--- config.mk ---
export PLATFORM = sky130hd
export DESIGN_NAME = if_stage
export DESIGN_NICKNAME = d
export VERILOG_FILES = /design/src/rtl/if_stage.sv
export SDC_FILE = /design/constraint.sdc
export NUM_CORES = 1
export LEC_CHECK = 0
export CORE_ASPECT_RATIO = 1.25
export CORE_MARGIN = 3
export CORE_UTILIZATION = 35
export DETAILED_ROUTE_END_ITERATION = 8
export HOLD_SLACK_MARGIN = 0.15
export SLEW_MARGIN = 10
export SYNTH_ARGS = -nofsm -noshare
export SYNTH_HDL_FRONTEND = slang
export SYNTH_SLANG_ARGS = --single-unit
export TNS_END_PERCENT = 50
--- constraint.sdc ---
create_clock -name clk -period 6.5 [get_ports clk]
set_input_delay 1.625 -clock clk [delete_from_list [all_inputs] [get_ports clk]]
set_output_delay 1.625 -clock clk [all_outputs]
set_load 0.01 [all_outputs]
--- src/rtl/if_stage.sv ---
// if_stage: RV32I instruction-fetch stage plus IF/ID pipeline register.
// Owns the PC, fetches over a req/ready handshake with at most one request
// outstanding, parks an instruction that lands during a stall in a one-entry
// skid buffer, and drains a request orphaned by a branch redirect.
// Optional feature macro: IF_PERF_CNT_EN adds saturating stall/flush counters.
module if_stage #(
   parameter int unsigned     XLEN      = 32,
   parameter logic [XLEN-1:0] RESET_PC  = '0,
   parameter logic [31:0]     NOP_INSTR = 32'h0000_0013
) (
   input  logic            clk,
   input  logic            rst,
   input  logic            stall,
   input  logic            pc_write,
   input  logic            branch_taken,
   input  logic [XLEN-1:0] branch_target,
   output logic            imem_req,
   output logic [XLEN-1:0] imem_addr,
   input  logic            imem_ready,
   input  logic [31:0]     imem_rdata,
`ifdef IF_PERF_CNT_EN
   output logic [31:0]     perf_stall_cycles,
   output logic [31:0]     perf_flush_count,
`endif
   output logic            if_id_valid,
   output logic [XLEN-1:0] if_id_pc,
   output logic [31:0]     if_id_instr,
   output logic [4:0]      if_id_rs1,
   output logic [4:0]      if_id_rs2
);

   typedef enum logic [1:0] {
      FETCH = 2'd0,  // normal fetching from pc_q
      HOLD  = 2'd1,  // skid buffer full, waiting for the stall to drop
      DRAIN = 2'd2   // finishing a request whose data must be thrown away
   } state_e;

   state_e          state_q, state_d;
   logic [XLEN-1:0] pc_q, pc_d;
   logic            pend_q, pend_d;
   logic [XLEN-1:0] skid_pc_q, skid_pc_d;
   logic [31:0]     skid_instr_q, skid_instr_d;
   logic [XLEN-1:0] drain_addr_q, drain_addr_d;
   logic            if_id_valid_q, if_id_valid_d;
   logic [XLEN-1:0] if_id_pc_q, if_id_pc_d;
   logic [31:0]     if_id_instr_q, if_id_instr_d;
   logic            req_c;
   logic [XLEN-1:0] pc_inc;

   assign pc_inc = pc_q + XLEN'(4);

   // Next-state, request and IF/ID update logic for the fetch FSM.
   always_comb begin
      // NOTE: every variable gets a default first so no path can infer a latch.
      state_d       = state_q;
      pc_d          = pc_q;
      pend_d        = pend_q;
      skid_pc_d     = skid_pc_q;
      skid_instr_d  = skid_instr_q;
      drain_addr_d  = drain_addr_q;
      if_id_valid_d = if_id_valid_q;
      if_id_pc_d    = if_id_pc_q;
      if_id_instr_d = if_id_instr_q;
      req_c         = 1'b0;
      imem_addr     = pc_q;

      // A redirect beats a stall in every state: bubble IF/ID, retarget PC.
      if (branch_taken) begin
         if_id_valid_d = 1'b0;
         if_id_pc_d    = '0;
         if_id_instr_d = NOP_INSTR;
         pc_d          = branch_target;
      end

      unique case (state_q)
         FETCH: begin
            // A request once raised stays up until accepted, stall or not.
            req_c     = ~stall | pend_q;
            imem_addr = pc_q;
            if (branch_taken) begin
               pend_d = 1'b0;
               if (req_c && !imem_ready) begin
                  drain_addr_d = pc_q;
                  state_d      = DRAIN;
               end
            end else if (req_c && imem_ready) begin
               pend_d = 1'b0;
               pc_d   = pc_inc;
               if (!stall) begin
                  if_id_valid_d = 1'b1;
                  if_id_pc_d    = pc_q;
                  if_id_instr_d = imem_rdata;
               end else begin
                  skid_pc_d    = pc_q;
                  skid_instr_d = imem_rdata;
                  state_d      = HOLD;
               end
            end else if (req_c) begin
               pend_d = 1'b1;
            end
         end
         HOLD: begin
            if (branch_taken) begin
               state_d = FETCH;
            end else if (!stall) begin
               if_id_valid_d = 1'b1;
               if_id_pc_d    = skid_pc_q;
               if_id_instr_d = skid_instr_q;
               state_d       = FETCH;
            end
         end
         DRAIN: begin
            req_c     = 1'b1;
            imem_addr = drain_addr_q;
            if (imem_ready) state_d = FETCH;
         end
         default: state_d = FETCH;
      endcase
   end

   // An abandoned request must vanish the moment reset is applied.
   assign imem_req = req_c & ~rst;

   // State and pipeline registers with asynchronous reset.
   always_ff @(posedge clk or posedge rst) begin
      if (rst) begin
         state_q       <= FETCH;
         pc_q          <= RESET_PC;
         pend_q        <= 1'b0;
         skid_pc_q     <= '0;
         skid_instr_q  <= NOP_INSTR;
         drain_addr_q  <= '0;
         if_id_valid_q <= 1'b0;
         if_id_pc_q    <= '0;
         if_id_instr_q <= NOP_INSTR;
      end else begin
         // NOTE: non-blocking assignments so every register samples pre-edge values.
         state_q       <= state_d;
         pc_q          <= pc_d;
         pend_q        <= pend_d;
         skid_pc_q     <= skid_pc_d;
         skid_instr_q  <= skid_instr_d;
         drain_addr_q  <= drain_addr_d;
         if_id_valid_q <= if_id_valid_d;
         if_id_pc_q    <= if_id_pc_d;
         if_id_instr_q <= if_id_instr_d;
      end
   end

   assign if_id_valid = if_id_valid_q;
   assign if_id_pc    = if_id_pc_q;
   assign if_id_instr = if_id_instr_q;
   assign if_id_rs1   = if_id_instr_q[19:15];
   assign if_id_rs2   = if_id_instr_q[24:20];

`ifdef IF_PERF_CNT_EN
   logic [31:0] perf_stall_q;
   logic [31:0] perf_flush_q;

   // Saturating counters of stalled cycles and redirect cycles.
   always_ff @(posedge clk or posedge rst) begin
      if (rst) begin
         perf_stall_q <= '0;
         perf_flush_q <= '0;
      end else begin
         if (stall && !branch_taken && perf_stall_q != 32'hFFFF_FFFF)
            perf_stall_q <= perf_stall_q + 32'd1;
         if (branch_taken && perf_flush_q != 32'hFFFF_FFFF)
            perf_flush_q <= perf_flush_q + 32'd1;
      end
   end

   assign perf_stall_cycles = perf_stall_q;
   assign perf_flush_count  = perf_flush_q;
`endif

   // The hazard unit drives pc_write as the exact complement of stall.
   a_pc_write_consistent: assert property (
      @(posedge clk) disable iff (rst) pc_write == ~stall);

   // A waiting request keeps its address until it is accepted.
   a_addr_stable: assert property (
      @(posedge clk) disable iff (rst)
      (imem_req && !imem_ready) |=> (imem_req && $stable(imem_addr)));

endmodule

==> results of run 1 <==
-- kinds of logic (layout without fill, tap and decap cells) --
kind of cell             after synthesis  after routing
AND/OR/NAND/NOR                      120            120
adder cells (fa/ha/maj)                1              1
buffers and inverters                134            282
flip-flops                           196            196
multiplexers                         131            131
XOR/XNOR                              25             25
AO/OA/AOI/OAI                        104            104
-- per-stage QoR --
| step | setup WS, ns | hold slack (ns) | instances | util [%] |
|---|---|---|---|---|
| 6_report | 1.535 | 0.4955 | 1189 | 45.94 |
| 4_1_cts | 1.542 | 0.4953 | 1189 | 45.94 |
| 2_1_floorplan | 2.348 | 0.4488 | 711 | - |
| 3_5_place_dp | 1.556 | 0.4792 | 1158 | 43.62 |
| 3_3_place_gp | 1.527 | 0.4624 | 1158 | 43.62 |
| 5_1_grt | 1.489 | 0.5162 | 1189 | 45.94 |
-- state kept, by name (all words and copies together) (netlist names) --
signal	cells
if_id_instr	32
drain_addr_q	32
if_id_pc	32
skid_instr_q	32
state_q	2
pc_q	32
pend_q	1
skid_pc_q	32
if_id_valid	1
-- worst paths after layout --
| check | to | cells after the start |
|---|---|---|
| worst max-delay path | imem_req | 5 |
| worst min-delay path | if_id_instr[3] | 2 |
| worst max register to register | skid_instr_q[15] | 5 |
| worst min register to register | if_id_instr[3] | 2 |
| max in group asynchronous | if_id_pc[1] | 3 |
| min in group asynchronous | if_id_valid | 2 |
-- worst max-delay path: stages --
cell and delay [ns]:
clkdlybuf4s50_1 0.62, nand2b_1 0.22, nor2_1 0.06, nor3_1 0.23
clkdlybuf4s50_1 0.59
-- power groups by stage --
stage | clock (mW) | combinational (mW) | sequential (mW)
after floorplan | 0 | 0.420 | 1.61
after global placement | 0 | 0.653 | 1.65
after detailed placement | 0 | 0.664 | 1.66
after CTS | 1.07 | 0.667 | 1.63
after global routing | 1.12 | 0.714 | 1.67
final | 1.04 | 0.654 | 1.63
-- cell type report --
class / instances / area (sq um)
sequential: 196 / 4912
multi-input combinational: 381 / 3274
fill: 2312 / 13250
timing repair buffer: 185 / 1837
tap: 330 / 412.9
inverter: 66 / 251.5
clock buffer: 19 / 442.9
clock inverter: 12 / 125.1
-- metal layers --
metal	vias up	track usage, %	wire length, microns
met5	-	0	0
met4	0	4.551	332
met3	21	2.818	1037
met2	188	28.23	11280
met1	3107	22.90	9949
li1	2834	-	-
-- placed cells by master (no fill, tap or decap), types with 2 or more instances in the layout --
cell               n
dfrtp_1          190
clkdlybuf4s50_1  175
mux2_2           125
inv_1             65
a222oi_1          61
nand2_1           45
o21ai_0           32
xor2_1            20
clkbuf_16         17
nand3_1           16
nand4_1           15
nor2_1            10
buf_4              8
and3_1             6
dfstp_2            6
mux2_1             5
xnor2_1            5
clkinvlp_4         5
nor3_4             3
a221o_1            3
nor3_1             3
and2_1             3
inv_8              3
nor4_4             2
or4_1              2
a21oi_1            2
clkinv_4           2
==> summary.md, run 1 <==
| Metric | Value |
|---|---|
| Most frequent cells after synthesis | `190 x dfrtp_1, 125 x mux2_2, 66 x inv_1, 61 x a222oi_1, 46 x nand2_1` |
| RSZ-0062 raised after global routing | `false` |
| H-Tree Level Count | `4` |
| Placer Congestion | `0.7432` |
| Slew @ Worst Pin | `1.180 ns` |
| Proportion of synthesized area in mux cells | `16.85%` |
| DP HPWL | `14470 microns` |
| Power Density | `295.4 nW/um^2` |
| Share of cells above drive strength 1 | `21.42%` |
| Die height | `182.7 microns` |
| Port Buffers | `176` |
| Sequential element share of the synthesized area | `56.17%` |
| Switching share of total power | `27.35%` |
| Synth area leaders | `dfrtp_1 54%, mux2_2 16%, a222oi_1 7.0%` |
| First-pass GRT wire length | `35670 microns` |
| Hold WC Path Type | `reg -> reg` |
| Final Critical Period | `4.965 ns` |
| Nets | `918` |
| Period utilization | `76.39%` |
| Die W | `147.4 microns` |
| Synth-to-Final Area Change | `28.70%` |
| EDFF count, synth | `0` |
| Avg Vias per Cell | `5.172` |
| Flops & latches, synth | `196` |
| Total gr overflow | `0` |
| Synth async-reset ratio | `100.0%` |
| Crit-path max FO | `8` |
| CTS Buffer Depth | `2` |
| Avg Synthesized Cell Area | `12.30 sq um` |
| Placement row count | `64` |
| Setup repair bufs after CTS | `0` |
| Leak pwr | `5.063 nW` |
| Starting Density | `35.69%` |
| Initial antenna violation count | `0` |
| WL/cell | `19.01 microns` |
| DR vias | `6150` |
| Worst-path clk slew | `0.08 ns` |
| Area leader, netlist | `dfrtp_1` |
| Synthesized cell area | `8746 sq um` |
| Largest net degree at the start of global routing | `117` |
| Unique cell type count in the Yosys netlist | `45` |
| CP endpoint kind | `output pin` |
| Area post-placement | `10690 sq um` |
| Reg power frac | `49.1%` |
| Comb power frac | `19.7%` |
| VDD IR max | `0.0001821 V` |
| N_diodes | `0` |
| Pre-antenna DRT Iters | `7` |
| Max cap viols | `0` |
| Post-Synth Simple-Gate Area | `7.697%` |
| Ys flop type | `dfrtp_1` |
| Remaining DRCs | `0` |
| Worst R2R Setup Slack | `3.51 ns` |
| Die ar. | `26930 sq um` |
| Core Area | `24500 sq um` |
| Critical Path AT | `3.34 ns` |
| Hold-fix buffers, CTS | `0` |
| Final WL | `22600 microns` |
| I/O Pins | `178` |
| Final Skew | `0.008061 ns` |
| Yosys synthesis warning count | `0` |
| Setup CP Type | `in -> out` |
| Int Pwr | `2.415 mW` |
| CTS tree | `done` |
| Worst hold start | `if_id_instr[3]` |
| TritonCTS Buffers | `17` |
| Setup Total Neg Slack | `0 ns` |
| Design Power | `3.325 mW` |
| Slew margin rel. | `21.20%` |
| Critical R2R Launch | `state_q[0]` |
| Vias in the first global route | `6144` |
| Main combinational cell family by area after synthesis | `multiplexers` |
| Post-synthesis compound-gate area fraction | `9.828%` |
| Synthesized Nets | `782` |
| Status | `finished, final reports clean` |
| Setup crit start kind | `input pin` |
| Resized cells post-CTS | `0` |
| DRT antenna net count | `0` |
| Clock power frac | `31.2%` |
| Xor and xnor area share after synthesis | `2.504%` |
| Synth Instances | `711` |
| Max Fclk | `201.4 MHz` |
| Clock tree sinks | `196` |
| Clock Latency Late Sink | `0.43 ns` |
| Psw | `0.9094 mW` |
| Top-area cell type share of the netlist area | `54.36%` |
| Total GRT Usage | `16.87%` |
| WP data required | `4.88 ns` |
| 1st-iter DRT viols | `556` |
| Adder-cell area share of the yosys netlist | `0.1431%` |
| Max-slew violations | `0` |
| CP Launch Point | `stall` |
| Fin area | `11260 sq um` |
| Root buf cell | `clkbuf_16` |
| Final Hold Fails | `0` |
| Final setup fails | `0` |
| Top-count cell post-synth | `dfrtp_1` |
Note: power is estimated with default switching activity, not from simulation.
==> inputs of run 2 (changes only) <==
==> constraint.sdc (replaced) <==
create_clock -name clk -period 4.19 [get_ports clk]
set_input_delay 1.0475 -clock clk [delete_from_list [all_inputs] [get_ports clk]]
set_output_delay 1.0475 -clock clk [all_outputs]
set_load 0.01 [all_outputs]
==> run 2 against run 1 <==
Effect of this change: sequential power increased by 56%; count of clock-buffer cells in the layout increased by 1; highest routed layer unchanged; sequential share of layout area decreased by 0.48 points.
==> summary.md, run 2 (same netlist as run 1, synthesis figures left out) <==
| Metric | Value |
|---|---|
| Hold WC Path Type | `reg -> reg (unchanged)` |
| Root buf cell | `clkbuf_16 (unchanged)` |
| Slew margin rel. | `32.91% (was 21.20%)` |
| Die W | `147.4 microns (unchanged)` |
| Area post-placement | `10770 sq um (was 10690 sq um)` |
| Worst r2r path cells | `6 (was 5)` |
| H-Tree Level Count | `4 (unchanged)` |
| Port Buffers | `176 (unchanged)` |
| Placement row count | `64 (unchanged)` |
| Starting Density | `35.69% (unchanged)` |
| Die height | `182.7 microns (unchanged)` |
| Worst-path clk slew | `0.07 ns (was 0.08 ns)` |
| WL/cell | `19.02 microns (was 19.01 microns)` |
| Setup Total Neg Slack | `0 ns (unchanged)` |
| First-pass GRT wire length | `35980 microns (was 35670 microns)` |
| Clock tree sinks | `196 (unchanged)` |
| 1st-iter DRT viols | `501 (was 556)` |
| Critical R2R Launch | `state_q[0] (unchanged)` |
| Slowest stage cell, crit path | `dfrtp_1 (was clkdlybuf4s50_1)` |
| Final core utilization | `46.44% (was 45.94%)` |
| Period utilization | `85.55%` |
| Placer Congestion | `0.7510 (was 0.7432)` |
| Clock Latency Late Sink | `0.43 ns (about the same)` |
| Reg-to-reg critical path endpoint | `pc_q[30] (was skid_instr_q[15])` |
| Vias in the first global route | `6199 (was 6144)` |
| Hold-fix buffers, CTS | `0 (unchanged)` |
| Slew @ Worst Pin | `1.003 ns (was 1.180 ns)` |
| Commonest non-fill, non-tap cell in the layout | `dfrtp_1 (unchanged)` |
| Worst path top cell family by delay | `buffers and inverters (unchanged)` |
| VDD IR max | `0.0002859 V (was 0.0001821 V)` |
| DP HPWL | `14870 microns (was 14470 microns)` |
| Share of cells above drive strength 1 | `22.06% (was 21.42%)` |
| I/O Pins | `178 (unchanged)` |
| RSZ-0062 raised after global routing | `false (unchanged)` |
| Worst R2R Setup Slack | `1.69 ns (was 3.51 ns)` |
| Final Critical Period | `3.585 ns` |
| Die ar. | `26930 sq um (unchanged)` |
| CTS Buffer Depth | `2 (unchanged)` |
| Resized cells post-CTS | `0 (unchanged)` |
| CP endpoint kind | `output pin (unchanged)` |
| Initial antenna violation count | `0 (unchanged)` |
| Commonest cells after routing, fill and taps aside | `190 x dfrtp_1, 175 x clkdlybuf4s50_1, 125 x mux2_2 (unchanged)` |
| Leak pwr | `5.137 nW (was 5.063 nW)` |
| Worst path cell trace | `nor2b_4 -> buf_12 -> o21ai_0 -> clkdlybuf4s50_1 (was clkdlybuf4s50_1 -> nand2b_1 -> nor2_1 -> nor3_1 -> clkdlybuf4s50_1)` |
| Critical Path AT | `2.54 ns (was 3.34 ns)` |
| Crit path buffers/inverters | `2 (unchanged)` |
| Fin area | `11380 sq um (was 11260 sq um)` |
| Crit-path max FO | `25 (was 8)` |
| N_diodes | `0 (unchanged)` |
| Synth-to-Final Area Change | `30.11% (was 28.70%)` |
| TritonCTS Buffers | `17 (unchanged)` |
| Core Area | `24500 sq um (unchanged)` |
| Avg Vias per Cell | `5.180 (was 5.172)` |
| Nets | `924 (was 918)` |
| CTS tree | `done (unchanged)` |
| End point of the critical path | `imem_addr[13] (was imem_req)` |
| Critical path's largest stage delay | `0.66 ns (was 0.62 ns)` |
| Final WL | `22750 microns (was 22600 microns)` |
| Final Skew | `0.009688 ns (was 0.008061 ns)` |
| DRT antenna net count | `0 (unchanged)` |
| Power Density | `462.5 nW/um^2 (was 295.4 nW/um^2)` |
| Max cap viols | `0 (unchanged)` |
| Largest net degree at the start of global routing | `78 (was 117)` |
| Remaining DRCs | `0 (unchanged)` |
| Total gr overflow | `0 (unchanged)` |
| Total GRT Usage | `16.98% (was 16.87%)` |
| Pre-antenna DRT Iters | `6 (was 7)` |
| Status | `finished, final reports clean (unchanged)` |
| Setup CP Type | `reg -> out (was in -> out)` |
| CP Launch Point | `state_q[0] (was stall)` |
| Final Hold Fails | `0 (unchanged)` |
| WP data required | `3.14 ns (was 4.88 ns)` |
| Instance count on the critical path | `4 (was 5)` |
| Final setup fails | `0 (unchanged)` |
| Setup crit start kind | `flip-flop (was input pin)` |
| Setup repair bufs after CTS | `0 (unchanged)` |
| Fin Hold WS | `0.4905 ns (was 0.4955 ns)` |
| Max-slew violations | `0 (unchanged)` |
| Max Fclk | `279.0 MHz` |
| DR vias | `6195 (was 6150)` |
run 2: tightest hold or removal path, cell delays in order, from the launching register on:
cell and delay [ns]:
dfrtp_1 0.34, a222oi_1 0.06, inv_1 0.06
run 2: layout make-up:
type	instances	area (sq um)
clock inverter	12	152.6
inverter	66	251.5
timing repair buffer	191	1919
sequential	196	4912
tap	330	412.9
clock buffer	20	456.7
multi-input combinational	381	3274
fill	2279	13120
run 2: power by group:
part	internal (mW)	total [mW]	switching, mW
Combinational	0.618	1.03	0.410
Sequential	2.29	2.54	0.246
Clock	0.974	1.70	0.723
Total	3.88	5.26	1.38
run 2: per-layer routing:
metal  routed length (microns)  global-route usage [%]  share of wire, %
met5                         0                       0                 0
met4                       347                   4.961               1.5
met3                       855                   2.818               3.8
met2                     11480                   28.60                50
met1                     10060                   22.77                44
run 2: worst min-delay path by stage:
stage                           startpoint                to  slack, ns  cells past startpoint
after floorplan              skid_pc_q[13]     skid_pc_q[13]       0.45                      2
after global routing      drain_addr_q[23]  drain_addr_q[23]       0.51                      1
after CTS                 drain_addr_q[13]  drain_addr_q[13]       0.49                      2
final                       if_id_instr[2]    if_id_instr[2]       0.49                      2
after global placement    drain_addr_q[13]  drain_addr_q[13]       0.46                      2
after detailed placement  drain_addr_q[13]  drain_addr_q[13]       0.48                      2
run 2: stage by stage:
stage	worst slack [ns]	cells	power, mW
2_1_floorplan	0.6150	711	3.147
3_3_place_gp	0.6013	1164	3.579
3_5_place_dp	0.5569	1164	3.615
4_1_cts	0.5752	1196	5.325
5_1_grt	0.5087	1196	5.532
6_report	0.6054	1196	5.263
==> inputs of run 3 (changes only) <==
--- a/config.mk
+++ b/config.mk
@@ -5,8 +5,8 @@
 export SDC_FILE = /design/constraint.sdc
 export NUM_CORES = 1
 export LEC_CHECK = 0
+export CAP_MARGIN = 20
 export CORE_ASPECT_RATIO = 1.25
-export CORE_MARGIN = 3
 export CORE_UTILIZATION = 35
 export DETAILED_ROUTE_END_ITERATION = 8
 export HOLD_SLACK_MARGIN = 0.15
==> run 3 against run 2 <==
Effect of this change: critical path type is now in -> out; combinational power hardly changed; count of clock-buffer cells in the layout decreased by 1; worst hold slack got worse by 0.0031 ns; wire length fell by 2.9%.
==> summary.md, run 3 (same netlist as run 1, synthesis figures left out) <==
| Metric | Value |
|---|---|
| Crit path buffers/inverters | `2 (unchanged)` |
| Die height | `178.7 microns (was 182.7 microns)` |
| First-pass GRT wire length | `34550 microns (was 35980 microns)` |
| VDD IR max | `0.0002962 V (was 0.0002859 V)` |
| Placer Congestion | `0.7668 (was 0.7510)` |
| DR vias | `6218 (was 6195)` |
| Port Buffers | `176 (unchanged)` |
| Critical path's largest stage delay | `0.59 ns (was 0.66 ns)` |
| Crit-path max FO | `2 (was 25)` |
| Hold WC Path Type | `reg -> reg (unchanged)` |
| Fin Hold WS | `0.4874 ns (was 0.4905 ns)` |
| Hold-fix buffers, CTS | `0 (unchanged)` |
| Initial antenna violation count | `0 (unchanged)` |
| Worst path cell trace | `clkdlybuf4s50_1 -> nand2b_1 -> nor2_1 -> nor3_1 -> clkdlybuf4s50_1 (was nor2b_4 -> buf_12 -> o21ai_0 -> clkdlybuf4s50_1)` |
| Placement row count | `64 (unchanged)` |
| WL/cell | `18.39 microns (was 19.02 microns)` |
| 1st-iter DRT viols | `497 (was 501)` |
| Clock tree sinks | `196 (unchanged)` |
| Max-slew violations | `0 (unchanged)` |
| Final setup fails | `0 (unchanged)` |
| N_diodes | `0 (unchanged)` |
| Final WL | `22080 microns (was 22750 microns)` |
| Setup Total Neg Slack | `0 ns (unchanged)` |
| Final Hold Fails | `0 (unchanged)` |
| Largest net degree at the start of global routing | `72 (was 78)` |
| Power Density | `479.5 nW/um^2 (was 462.5 nW/um^2)` |
| Worst path top cell family by delay | `buffers and inverters (unchanged)` |
| Setup repair bufs after CTS | `0 (unchanged)` |
| Core Area | `24500 sq um (unchanged)` |
| Setup crit start kind | `input pin (was flip-flop)` |
| Max Fclk | `282.5 MHz (was 279.0 MHz)` |
| Commonest cells after routing, fill and taps aside | `190 x dfrtp_1, 175 x clkdlybuf4s50_1, 125 x mux2_2 (unchanged)` |
| Avg Vias per Cell | `5.177 (was 5.180)` |
| Final Critical Period | `3.540 ns (was 3.585 ns)` |
| Max cap viols | `0 (unchanged)` |
| Met2 Use GR | `29.53% (was 28.60%)` |
| Final Skew | `0.01185 ns (was 0.009688 ns)` |
| CP most frequent cell | `clkdlybuf4s50_1` |
| Nets | `929 (was 924)` |
| Clock Latency Late Sink | `0.43 ns (about the same)` |
| Starting Density | `35.69% (unchanged)` |
| DRT antenna net count | `0 (unchanged)` |
| DP HPWL | `14510 microns (was 14870 microns)` |
| Total GRT Usage | `17.94% (was 16.98%)` |
| CTS tree | `done (unchanged)` |
| Critical Path AT | `2.49 ns (was 2.54 ns)` |
| H-Tree Level Count | `4 (unchanged)` |
| Commonest non-fill, non-tap cell in the layout | `dfrtp_1 (unchanged)` |
| Pre-antenna DRT Iters | `6 (unchanged)` |
| GR met1 Demand/Resource | `23.87% (was 22.77%)` |
| Die ar. | `25630 sq um (was 26930 sq um)` |
| Root buf cell | `clkbuf_16 (unchanged)` |
| Share of cells above drive strength 1 | `22.50% (was 22.06%)` |
| Worst-path clk slew | `0.06 ns (was 0.07 ns)` |
| Period utilization | `84.49% (was 85.55%)` |
| CP endpoint kind | `output pin (unchanged)` |
| Vias in the first global route | `6061 (was 6199)` |
| Remaining DRCs | `0 (unchanged)` |
| Slowest stage cell, crit path | `clkdlybuf4s50_1 (was dfrtp_1)` |
| Leak pwr | `5.198 nW (was 5.137 nW)` |
| Gr busiest metal | `met2 (unchanged)` |
| Slew @ Worst Pin | `0.9897 ns (was 1.003 ns)` |
| Total gr overflow | `0 (unchanged)` |
| Synth-to-Final Area Change | `31.52% (was 30.11%)` |
| Die W | `143.4 microns (was 147.4 microns)` |
| Met3 usage | `3.365% (was 2.818%)` |
| I/O Pins | `178 (unchanged)` |
| RSZ-0062 raised after global routing | `false (unchanged)` |
| Status | `finished, final reports clean (unchanged)` |
| Slew margin rel. | `33.79% (was 32.91%)` |
| WP data required | `3.14 ns (about the same)` |
| CTS Buffer Depth | `2 (unchanged)` |
| Setup CP Type | `in -> out (was reg -> out)` |
| Resized cells post-CTS | `0 (unchanged)` |
| TritonCTS Buffers | `17 (unchanged)` |
## run 3: layout make-up
cell class	instances	area [sq um]
tap	330	412.9
inverter	66	251.5
multi-input combinational	381	3274
clock buffer	19	442.9
timing repair buffer	196	1944
sequential	196	4912
fill	2311	13000
clock inverter	13	264.0
## run 3: metal layers
| layer | up-vias | wire length, microns |
|---|---|---|
| met3 | 22 | 1021 |
| met5 | - | 0 |
| li1 | 2868 | - |
| met2 | 162 | 10960 |
| met1 | 3166 | 9727 |
| met4 | 0 | 376 |
## run 3: power by group
group          total (mW)  internal, mW  switching (mW)  leakage (nW)
Clock                1.95          1.21           0.744         0.341
Combinational        1.03         0.619           0.407          2.39
Sequential           2.54          2.29           0.244          2.47
## run 3: final timing paths
| check | start | to | slack [ns] | cells after the start |
|---|---|---|---|---|
| setup / recovery | stall | imem_req | 0.65 | 5 |
| hold / removal | skid_pc_q[13] | skid_pc_q[13] | 0.49 | 2 |
| setup reg to reg | state_q[0] | pc_q[21] | 1.68 | 6 |
| hold reg to reg | skid_pc_q[13] | skid_pc_q[13] | 0.49 | 2 |
| max in group asynchronous | rst | skid_pc_q[22] | 2.21 | 3 |
| min in group asynchronous | rst | if_id_pc[28] | 1.16 | 2 |
## run 3: worst min-delay path, delay by kind of cell, from the launching register on
kind	cells	cell delay [ns]
AO/OA/AOI/OAI	1	0.06
flip-flops	1	0.35
AND/OR/NAND/NOR	1	0.05
## run 3: metrics by stage
| step | cells | power (mW) | instance area, sq um | setup WS [ns] | util, % |
|---|---|---|---|---|---|
| final | 1201 | 5.516 | 11500 | 0.6498 | 46.94 |
| after global routing | 1201 | 5.780 | 11500 | 0.5871 | 46.94 |
| after CTS | 1201 | 5.584 | 11500 | 0.6234 | 46.94 |
| after detailed placement | 1169 | 3.610 | 10800 | 0.5987 | 44.06 |
| after global placement | 1169 | 3.577 | 10800 | 0.6121 | 44.06 |
| after floorplan | 711 | 3.147 | 8750 | 0.6150 | - |
